File: src/rtl/mvm_arbiter_if.sv
// Request/grant/engine handshake bundle shared by the requesters, the engine and mvm_arbiter.
// The master modport is the requester/engine side; the slave modport is the arbiter.
interface mvm_arbiter_if #(
    parameter int NUM_REQ = 4,
    parameter int IDX_W   = 2
);
    logic [NUM_REQ-1:0] req;
    logic [NUM_REQ-1:0] grant;
    logic [IDX_W-1:0]   grant_idx;
    logic               busy;
    logic               eng_start;
    logic               eng_done;
    logic [NUM_REQ-1:0] done;
    logic               error;

    modport master (
        output req,
        output eng_done,
        input  grant,
        input  grant_idx,
        input  busy,
        input  eng_start,
        input  done,
        input  error
    );

    modport slave (
        input  req,
        input  eng_done,
        output grant,
        output grant_idx,
        output busy,
        output eng_start,
        output done,
        output error
    );
endinterface

File: src/rtl/mvm_arbiter.sv
// Round-robin arbiter that hands one matrix-vector engine to NUM_REQ requesters, one job at a time.
// Define MVM_ARB_TIMEOUT_EN to build the BUSY watchdog (sticky error, forced completion).
module mvm_arbiter #(
    parameter int NUM_REQ        = 4,
    parameter int IDX_W          = 2,
    parameter int TIMEOUT_CYCLES = 255,
    parameter int TIMER_W        = 8
) (
    input  logic         clk,
    input  logic         reset,
    mvm_arbiter_if.slave bus
);

    typedef enum logic [1:0] {
        IDLE  = 2'd0,
        START = 2'd1,
        BUSY  = 2'd2,
        DONE  = 2'd3
    } state_t;

    state_t             state_q;
    logic [NUM_REQ-1:0] grant_q;
    logic [IDX_W-1:0]   idx_q;
    logic [IDX_W-1:0]   ptr_q;
    logic [NUM_REQ-1:0] done_q;
    logic               eng_start_q;
    logic               busy_q;

    logic               found;
    logic [IDX_W-1:0]   win_idx_d;
    logic [NUM_REQ-1:0] win_grant_d;
    logic [IDX_W-1:0]   ptr_next_d;

`ifdef MVM_ARB_TIMEOUT_EN
    logic [TIMER_W-1:0] timer_q;
    logic               error_q;
`endif

    // Elaboration-time guard: an illegal parameter set produces this marker block.
    if (((2 ** IDX_W) < NUM_REQ) || (TIMER_W < 1) || (TIMEOUT_CYCLES < 1)) begin : g_illegal_params
    end

    // Round-robin pick: first search from ptr upward, then wrap around to the low indices.
    always_comb begin
        found       = 1'b0;
        win_idx_d   = '0;
        win_grant_d = '0;
        for (int i = 0; i < NUM_REQ; i++) begin
            if (!found && bus.req[i] && (i >= int'(ptr_q))) begin
                found          = 1'b1;
                win_idx_d      = IDX_W'(i);
                win_grant_d[i] = 1'b1;
            end
        end
        for (int i = 0; i < NUM_REQ; i++) begin
            if (!found && bus.req[i]) begin
                found          = 1'b1;
                win_idx_d      = IDX_W'(i);
                win_grant_d[i] = 1'b1;
            end
        end
    end

    assign ptr_next_d = (idx_q == IDX_W'(NUM_REQ - 1)) ? '0 : idx_q + 1'b1;

    // Job sequencer; every output is a register written alongside the state change that implies it.
    always_ff @(posedge clk or posedge reset) begin
        if (reset) begin
            state_q     <= IDLE;
            grant_q     <= '0;
            idx_q       <= '0;
            ptr_q       <= '0;
            done_q      <= '0;
            eng_start_q <= 1'b0;
            busy_q      <= 1'b0;
`ifdef MVM_ARB_TIMEOUT_EN
            timer_q     <= '0;
            error_q     <= 1'b0;
`endif
        end else begin
            case (state_q)
                IDLE: begin
                    if (|bus.req) begin
                        grant_q     <= win_grant_d;
                        idx_q       <= win_idx_d;
                        eng_start_q <= 1'b1;
                        busy_q      <= 1'b1;
                        state_q     <= START;
                    end
                end
                START: begin
                    eng_start_q <= 1'b0;
`ifdef MVM_ARB_TIMEOUT_EN
                    timer_q     <= '0;
`endif
                    state_q     <= BUSY;
                end
                BUSY: begin
                    if (bus.eng_done) begin
                        done_q  <= grant_q;
                        state_q <= DONE;
                    end
`ifdef MVM_ARB_TIMEOUT_EN
                    else if (timer_q == TIMER_W'(TIMEOUT_CYCLES - 1)) begin
                        error_q <= 1'b1;
                        done_q  <= grant_q;
                        state_q <= DONE;
                    end else begin
                        timer_q <= timer_q + 1'b1;
                    end
`endif
                end
                DONE: begin
                    done_q  <= '0;
                    grant_q <= '0;
                    idx_q   <= '0;
                    ptr_q   <= ptr_next_d;
                    busy_q  <= 1'b0;
                    state_q <= IDLE;
                end
                default: state_q <= IDLE;
            endcase
        end
    end

    assign bus.grant     = grant_q;
    assign bus.grant_idx = idx_q;
    assign bus.busy      = busy_q;
    assign bus.eng_start = eng_start_q;
    assign bus.done      = done_q;
`ifdef MVM_ARB_TIMEOUT_EN
    assign bus.error     = error_q;
`else
    assign bus.error     = 1'b0;
`endif

endmodule

File: src/flat_wrapper.sv
// flat-port wrapper written by rule: the top's interface ports become plain ports
module mvm_arbiter_flat 
#(
    parameter int NUM_REQ        = 4,
    parameter int IDX_W          = 2,
    parameter int TIMEOUT_CYCLES = 255,
    parameter int TIMER_W        = 8
)
  (clk, reset, bus_req, bus_eng_done, bus_grant, bus_grant_idx, bus_busy, bus_eng_start, bus_done, bus_error);
  mvm_arbiter_if #(.NUM_REQ(NUM_REQ), .IDX_W(IDX_W)) bus_i ();
  input  logic clk;
  input  logic reset;
  input wire logic [$bits(bus_i.req)-1:0] bus_req;
  input wire logic [$bits(bus_i.eng_done)-1:0] bus_eng_done;
  output wire logic [$bits(bus_i.grant)-1:0] bus_grant;
  output wire logic [$bits(bus_i.grant_idx)-1:0] bus_grant_idx;
  output wire logic [$bits(bus_i.busy)-1:0] bus_busy;
  output wire logic [$bits(bus_i.eng_start)-1:0] bus_eng_start;
  output wire logic [$bits(bus_i.done)-1:0] bus_done;
  output wire logic [$bits(bus_i.error)-1:0] bus_error;
  assign bus_i.req = bus_req;
  assign bus_i.eng_done = bus_eng_done;
  assign bus_grant = bus_i.grant;
  assign bus_grant_idx = bus_i.grant_idx;
  assign bus_busy = bus_i.busy;
  assign bus_eng_start = bus_i.eng_start;
  assign bus_done = bus_i.done;
  assign bus_error = bus_i.error;
  mvm_arbiter #(.NUM_REQ(NUM_REQ), .IDX_W(IDX_W), .TIMEOUT_CYCLES(TIMEOUT_CYCLES), .TIMER_W(TIMER_W)) u_core (.clk(clk), .reset(reset), .bus(bus_i));
endmodule
File: config.mk
export PLATFORM = sky130hd
export DESIGN_NAME = mvm_arbiter_flat
export DESIGN_NICKNAME = d
export VERILOG_FILES = /design/src/rtl/mvm_arbiter_if.sv /design/src/rtl/mvm_arbiter.sv /design/src/flat_wrapper.sv
export SDC_FILE = /design/constraint.sdc
export NUM_CORES = 1
export LEC_CHECK = 0
export CAP_MARGIN = 20
export CORE_MARGIN = 2
export CORE_UTILIZATION = 45
export CTS_CLUSTER_SIZE = 20
export DETAILED_ROUTE_END_ITERATION = 7
export PLACE_DENSITY = 0.72
export SLEW_MARGIN = 20
export SYNTH_ARGS = -nofsm -noshare
export SYNTH_HDL_FRONTEND = slang
export SYNTH_SLANG_ARGS = --single-unit
export TNS_END_PERCENT = 50
File: constraint.sdc
create_clock -name clk -period 2.3 [get_ports clk]
set_input_delay 0.69 -clock clk [delete_from_list [all_inputs] [get_ports clk]]
set_output_delay 0.69 -clock clk [all_outputs]
set_load 0.1 [all_outputs]
**Word-level counts from Yosys, hierarchy flattened**

Cells that the tools add are included.

- Output and inout bits: 13
- Logic and storage cells: 77
- Input port bits: 7
- Flip-flop bits (word level): 16

- Eq/ne operators: 6
- Reduce and logical (&&, ||, !) cells: 26
- Muxes and demuxes: 34
- $lt $le $gt $ge: 3
- $add $sub $neg: 1

Operator list:

| cell | number |
|---|---|
| 2-bit two-way mux | 10 |
| 1-bit two-way mux | 16 |
| 4-bit one-hot mux with 2 select lines | 2 |
| 1-bit logical AND | 10 |
| 4-bit two-way mux | 2 |
| 2-bit one-hot mux with 4 select lines | 1 |
| 2-bit AND reduction | 4 |
| 1-bit logical NOT | 7 |
| 2-bit == test (second input constant) | 3 |
| 2-bit nonzero test | 3 |
| 1-bit by 2-bit >= comparator with 1-bit output (first input constant) | 2 |
| 1-bit one-hot mux with 2 select lines | 2 |
| 2-bit one-hot mux with 2 select lines | 1 |
| 4-bit OR reduction | 1 |
| 2-bit by 1-bit adder with 2-bit output (second input constant) | 1 |
| 2-bit by 1-bit == test with 1-bit output (second input constant) | 1 |
| 2-bit >= comparator (first input constant) | 1 |
| 2-bit logical NOT | 1 |
| 2-bit by 1-bit inequality test with 1-bit output (second input constant) | 1 |
| 2-bit inequality test (second input constant) | 1 |

**Longest topological paths before layout**

- Depth in word-level cells: 28
- Mapped depth: 7
- Depth with buffers taken out: 6

**Worst setup path after synthesis**

No wires, ideal clock.

- Kind: input-to-reg
- Start: input port bus_req[0]
- End: register u_core.idx_q[0], in the netlist u_core.bus.grant_idx[0]
- Stages: 4
- Slack: 0.560 ns
- Arrival time: 1.636 ns
- Path through: clkbuf_2 nor4_4 or3b_4 o41ai_2

- Longest elaborated chain between the ends: 27
- Elaborated cells on any way between the ends: 36
- Classes of those cells: eq/ne (1); mux (16); reduce/logical (19)

RTL lines:

| element | RTL line | text |
|---|---|---|
| from (decl) | flat_wrapper.sv:13 | `input wire logic [$bits(bus_i.req)-1:0] bus_req;` |
| 1-bit logical AND | mvm_arbiter.sv:49 | `if (!found && bus.req[i] && (i >= int'(ptr_q))) begin` |
| 1-bit two-way mux | mvm_arbiter.sv:49 |  |
| 1-bit logical NOT | mvm_arbiter.sv:49 |  |
| 1-bit logical AND (2 in series) | mvm_arbiter.sv:49 |  |
| 1-bit two-way mux | mvm_arbiter.sv:49 |  |
| 1-bit logical NOT | mvm_arbiter.sv:49 |  |
| 1-bit logical AND (2 in series) | mvm_arbiter.sv:49 |  |
| 1-bit two-way mux | mvm_arbiter.sv:49 |  |
| (+9 left out) | - |  |
| 1-bit logical NOT | mvm_arbiter.sv:56 | `if (!found && bus.req[i]) begin` |
| 1-bit logical AND | mvm_arbiter.sv:56 |  |
| 1-bit two-way mux | mvm_arbiter.sv:56 |  |
| 1-bit logical NOT | mvm_arbiter.sv:56 |  |
| 1-bit logical AND | mvm_arbiter.sv:56 |  |
| 2-bit two-way mux | mvm_arbiter.sv:56 |  |
| 2-bit two-way mux | mvm_arbiter.sv:83 | `if (\|bus.req) begin` |
| 2-bit one-hot mux with 2 select lines | mvm_arbiter.sv:81 | `case (state_q)` |
| to (signal assigned) | mvm_arbiter.sv:85 | `idx_q <= win_idx_d;` |
| to (decl) | mvm_arbiter.sv:23 | `logic [IDX_W-1:0] idx_q;` |

Parallel ways exist; a longest one is shown, timed or not. The select of a mux whose other input is x is not followed.
A chain may end at the register's enable or synchronous reset.

**Final worst setup path**

- Start: input port bus_req[0]
- End: register u_core.idx_q[1], in the netlist u_core.bus.grant_idx[1]

The elaborated chain is that of the path after synthesis.

==> qor.log <==
qor: critical_path.ff2ff_setup_slack 0.61 ns
qor: critical_path.r2r-start u_core.state_q[0]
qor: detailed_routing.drt_first_pass_iters 4
qor: die.die-area 0.00255 mm2
qor: timing.max_freq 540 MHz
qor: timing.layout_worst_path_cycle_share 80.6%
qor: critical_path.timing.critical_path.to_type flip-flop
qor: yosys.synth_seq_area_share 41.1%
qor: detailed_routing.vias_per_cell 5.35
qor: yosys.ys.flop_type sky130_fd_sc_hd__dfrtp_1
qor: clock_network.root_buffer sky130_fd_sc_hd__clkbuf_4
qor: clock_network.post_cts.repair.setup_buffers 0
qor: critical_path.worst_endpoint_required_time 2.50 ns
qor: yosys.synth_cells 113
qor: clock_network.ctsResizeCount 0
qor: detailed_routing.totalWireLength 1970 um
qor: final_layout.final_nets 147
qor: die.ioPinCount 20
qor: placed_design.gp_congestion 0.869
qor: clock_network.cts-htree-levels 1
qor: yosys.commonest_cells_post_synth sky130_fd_sc_hd__nand2_1, sky130_fd_sc_hd__dfrtp_1, sky130_fd_sc_hd__nor2_1, sky130_fd_sc_hd__o21ai_0, sky130_fd_sc_hd__a21oi_1
qor: die.std_cell_rows 16
qor: critical_path.ordered_cell_list_for_the_critical_path clkdlybuf4s50_1 > nor4_4 > nor3b_1 > o21ai_0 > o31ai_1
qor: final_layout.seqCellArea 400 um2
qor: detailed_routing.route.antenna.remaining_nets 0
qor: yosys.yosys_warnings 0
qor: die.initial_utilization 48.6%
qor: critical_path.r2r_cells 4
qor: yosys.mean_instance_size_in_the_synthesized_netlist 8.61 um2
qor: yosys.cell_taking_the_most_area_after_synthesis sky130_fd_sc_hd__dfrtp_1
qor: yosys.most_common_cell_in_the_netlist sky130_fd_sc_hd__nand2_1
qor: placed_design.dp_hpwl 1470 um
qor: die.die_height 50.5 um
qor: critical_path.setup.worst_path.end u_core.bus.grant_idx[1]
qor: clock_network.tritoncts_num_sinks 16
qor: yosys.synth_area 973 um2
qor: die.area_inside_the_core_boundary 0.00200 mm2
qor: timing.max_slew.worst_pin.slew 0.601 ns
qor: final_layout.n_fill_cell 178
qor: critical_path.worstReg2RegEnd u_core.bus.grant_idx[0]
qor: global_routing.vias_in_the_first_global_route 730
qor: final_layout.antenna-diode-count 0
qor: timing.final_max_slew_viol_count 0
qor: flow_run.max_cap_viol_count 0
qor: yosys.synth_enable_flop_cells 0
qor: final_layout.multi_input_combinational_cell_area 517 um2
qor: detailed_routing.vias 856
qor: timing.rsz0062_at_grt false
qor: critical_path.cp_slowest_stage_delay 0.52 ns
qor: critical_path.crit_slowest_cell sky130_fd_sc_hd__clkdlybuf4s50_1
qor: critical_path.critical_path.max_fanout 6
qor: timing.finalCriticalPeriod 1.85 ns
qor: global_routing.antenna_found_initial 0
qor: timing.timing.final.hold_violations 0
qor: critical_path.path_class primary input to flip-flop
qor: final_layout.syn_to_final_growth 23.4%
qor: clock_network.clk-insertion-delay-late 0.29 ns
qor: detailed_routing.routed_wire_length_per_instance 12.3 um
qor: yosys.largest_cells_by_area_after_synthesis sky130_fd_sc_hd__dfrtp_1, sky130_fd_sc_hd__ha_1, sky130_fd_sc_hd__nand2_1
qor: global_routing.globalRouteTotalUtil 17.2%
qor: detailed_routing.detail_route.drc_violations 0
qor: yosys.ys_seq_elements 16
qor: clock_network.cts.hold.buffers_added 0
qor: clock_network.clk_pin_slew_worst_paths 0.10 ns
qor: clock_network.cts_tree yes
qor: critical_path.arrival 2.05 ns
qor: clock_network.ctsLongestPathBuffers 2
qor: global_routing.grt_max_degree 17
qor: timing.timing.max_slew.rel_slack 59.9%
qor: timing.fin_tns_setup 0 ns
qor: global_routing.grt.overflow.total 0
qor: placed_design.count_of_buffers_inserted_at_the_top_level_ports 18
qor: yosys.synth.net_count 126
qor: detailed_routing.initialDrtViolationCount 12
qor: yosys.yosys.cell_types.count 26
qor: critical_path.critical_path.startpoint_type primary input
qor: timing.clock-skew-final 0.0110 ns
qor: run_status.run_status finished, final reports clean
qor: timing.finalSetupViolCount 0
qor: yosys.yosysTopAreaCellShare 41.1%
qor: final_layout.layout-drive-gt1-share 19.5%
qor: global_routing.wire_length_of_the_first_global_routing_pass 3260 um
qor: critical_path.worst_setup_path_startpoint bus_req[0]
qor: yosys.synthArstFlopShare 100%
qor: min_path.min_from u_core.bus.eng_start
qor: clock_network.cts_inserted_buffers 3
qor: min_path.worstHoldPathType flip-flop to flip-flop
qor: die.fp.dieW 50.5 um
## per-stage QoR
step	utilization [%]	hold slack [ns]	std cells	setup WS, ns	area (um2)
2_1_floorplan	-	0.551	113	0.560	973
3_3_place_gp	58.2	0.468	156	0.188	1160
3_5_place_dp	58.2	0.472	156	0.118	1160
4_1_cts	60.0	0.494	160	0.439	1200
5_1_grt	60.0	0.513	160	0.344	1200
6_report	60.0	0.491	160	0.447	1200
## layer usage
layer	GRT usage, %	part of all wire (%)	vias to the layer above
met5	0	0	-
met4	9.46	1.8	0
met3	2.68	6.1	4
met2	26.1	46	33
met1	23.6	46	392
li1	-	-	427
## worst max-delay path, delay by kind of cell
family	cells	cell delay (ns)
buffers and inverters	1	0.52
AND/OR/NAND/NOR	2	0.46
AO/OA/AOI/OAI	2	0.38
## kinds of logic (layout without fill, tap and decap cells)
group / after synthesis / after routing / synth area share (%)
flip-flops: 16 / 16 / 41.1
other: 1 / 1 / 0.385
AND/OR/NAND/NOR: 39 / 39 / 19.9
buffers and inverters: 13 / 33 / 5.78
adder cells (fa/ha/maj): 6 / 6 / 7.71
multiplexers: 1 / 1 / 1.16
AO/OA/AOI/OAI: 37 / 37 / 23.9
## worst min-delay path by stage
stage | endpoint | slack, ns | depth (start not counted)
2_1_floorplan | u_core.state_q[0] | 0.55 | 2
3_3_place_gp | u_core.bus.eng_start | 0.47 | 1
3_5_place_dp | u_core.bus.eng_start | 0.47 | 1
4_1_cts | u_core.bus.eng_start | 0.49 | 1
5_1_grt | u_core.bus.eng_start | 0.51 | 1
6_report | u_core.bus.eng_start | 0.49 | 1
## sequential cells by signal, summed over array words and instances, names as in the netlist
| signal | flops |
|---|---|
| u_core.bus.done | 4 |
| u_core.bus.grant | 4 |
| u_core.bus.grant_idx | 2 |
| u_core.ptr_q | 2 |
| u_core.state_q | 2 |
| u_core.bus.busy | 1 |
| u_core.bus.eng_start | 1 |
## final cells by class
cell class | instances | share of cell area (%)
multi-input cells | 84 | 43.0
well taps | 27 | 2.81
clock buffers | 4 | 3.02
flip-flops and latches | 16 | 33.3
inverters | 5 | 1.56
repair buffers | 24 | 16.3
## cells in the final DEF, fill, tap and decap left out
master | Yosys | routed
sky130_fd_sc_hd__nand2_1 | 18 | 18
sky130_fd_sc_hd__buf_4 | 1 | 18
sky130_fd_sc_hd__dfrtp_1 | 16 | 16
sky130_fd_sc_hd__nor2_1 | 11 | 11
sky130_fd_sc_hd__o21ai_0 | 11 | 11
sky130_fd_sc_hd__a21oi_1 | 10 | 10
sky130_fd_sc_hd__ha_1 | 6 | 6
sky130_fd_sc_hd__clkdlybuf4s50_1 | 0 | 6
sky130_fd_sc_hd__inv_1 | 5 | 5
sky130_fd_sc_hd__nor2b_1 | 5 | 5
sky130_fd_sc_hd__a31oi_1 | 4 | 4
sky130_fd_sc_hd__a21o_1 | 3 | 3
sky130_fd_sc_hd__clkbuf_4 | 0 | 3
sky130_fd_sc_hd__o22ai_1 | 2 | 2
sky130_fd_sc_hd__nor3b_1 | 2 | 2
sky130_fd_sc_hd__a32o_1 | 2 | 2
sky130_fd_sc_hd__o31ai_1 | 2 | 2
sky130_fd_sc_hd__nor4_4 | 1 | 1
sky130_fd_sc_hd__mux2_2 | 1 | 1
sky130_fd_sc_hd__or3b_4 | 1 | 1
sky130_fd_sc_hd__o221ai_1 | 1 | 1
sky130_fd_sc_hd__nand2b_1 | 1 | 1
sky130_fd_sc_hd__o41ai_2 | 1 | 1
sky130_fd_sc_hd__a21boi_0 | 1 | 1
sky130_fd_sc_hd__conb_1 | 1 | 1
sky130_fd_sc_hd__clkbuf_8 | 0 | 1
Power is left out: the tool's default activity adds up to more than one toggle a clock period on the data nets, which glitch-free logic cannot reach.
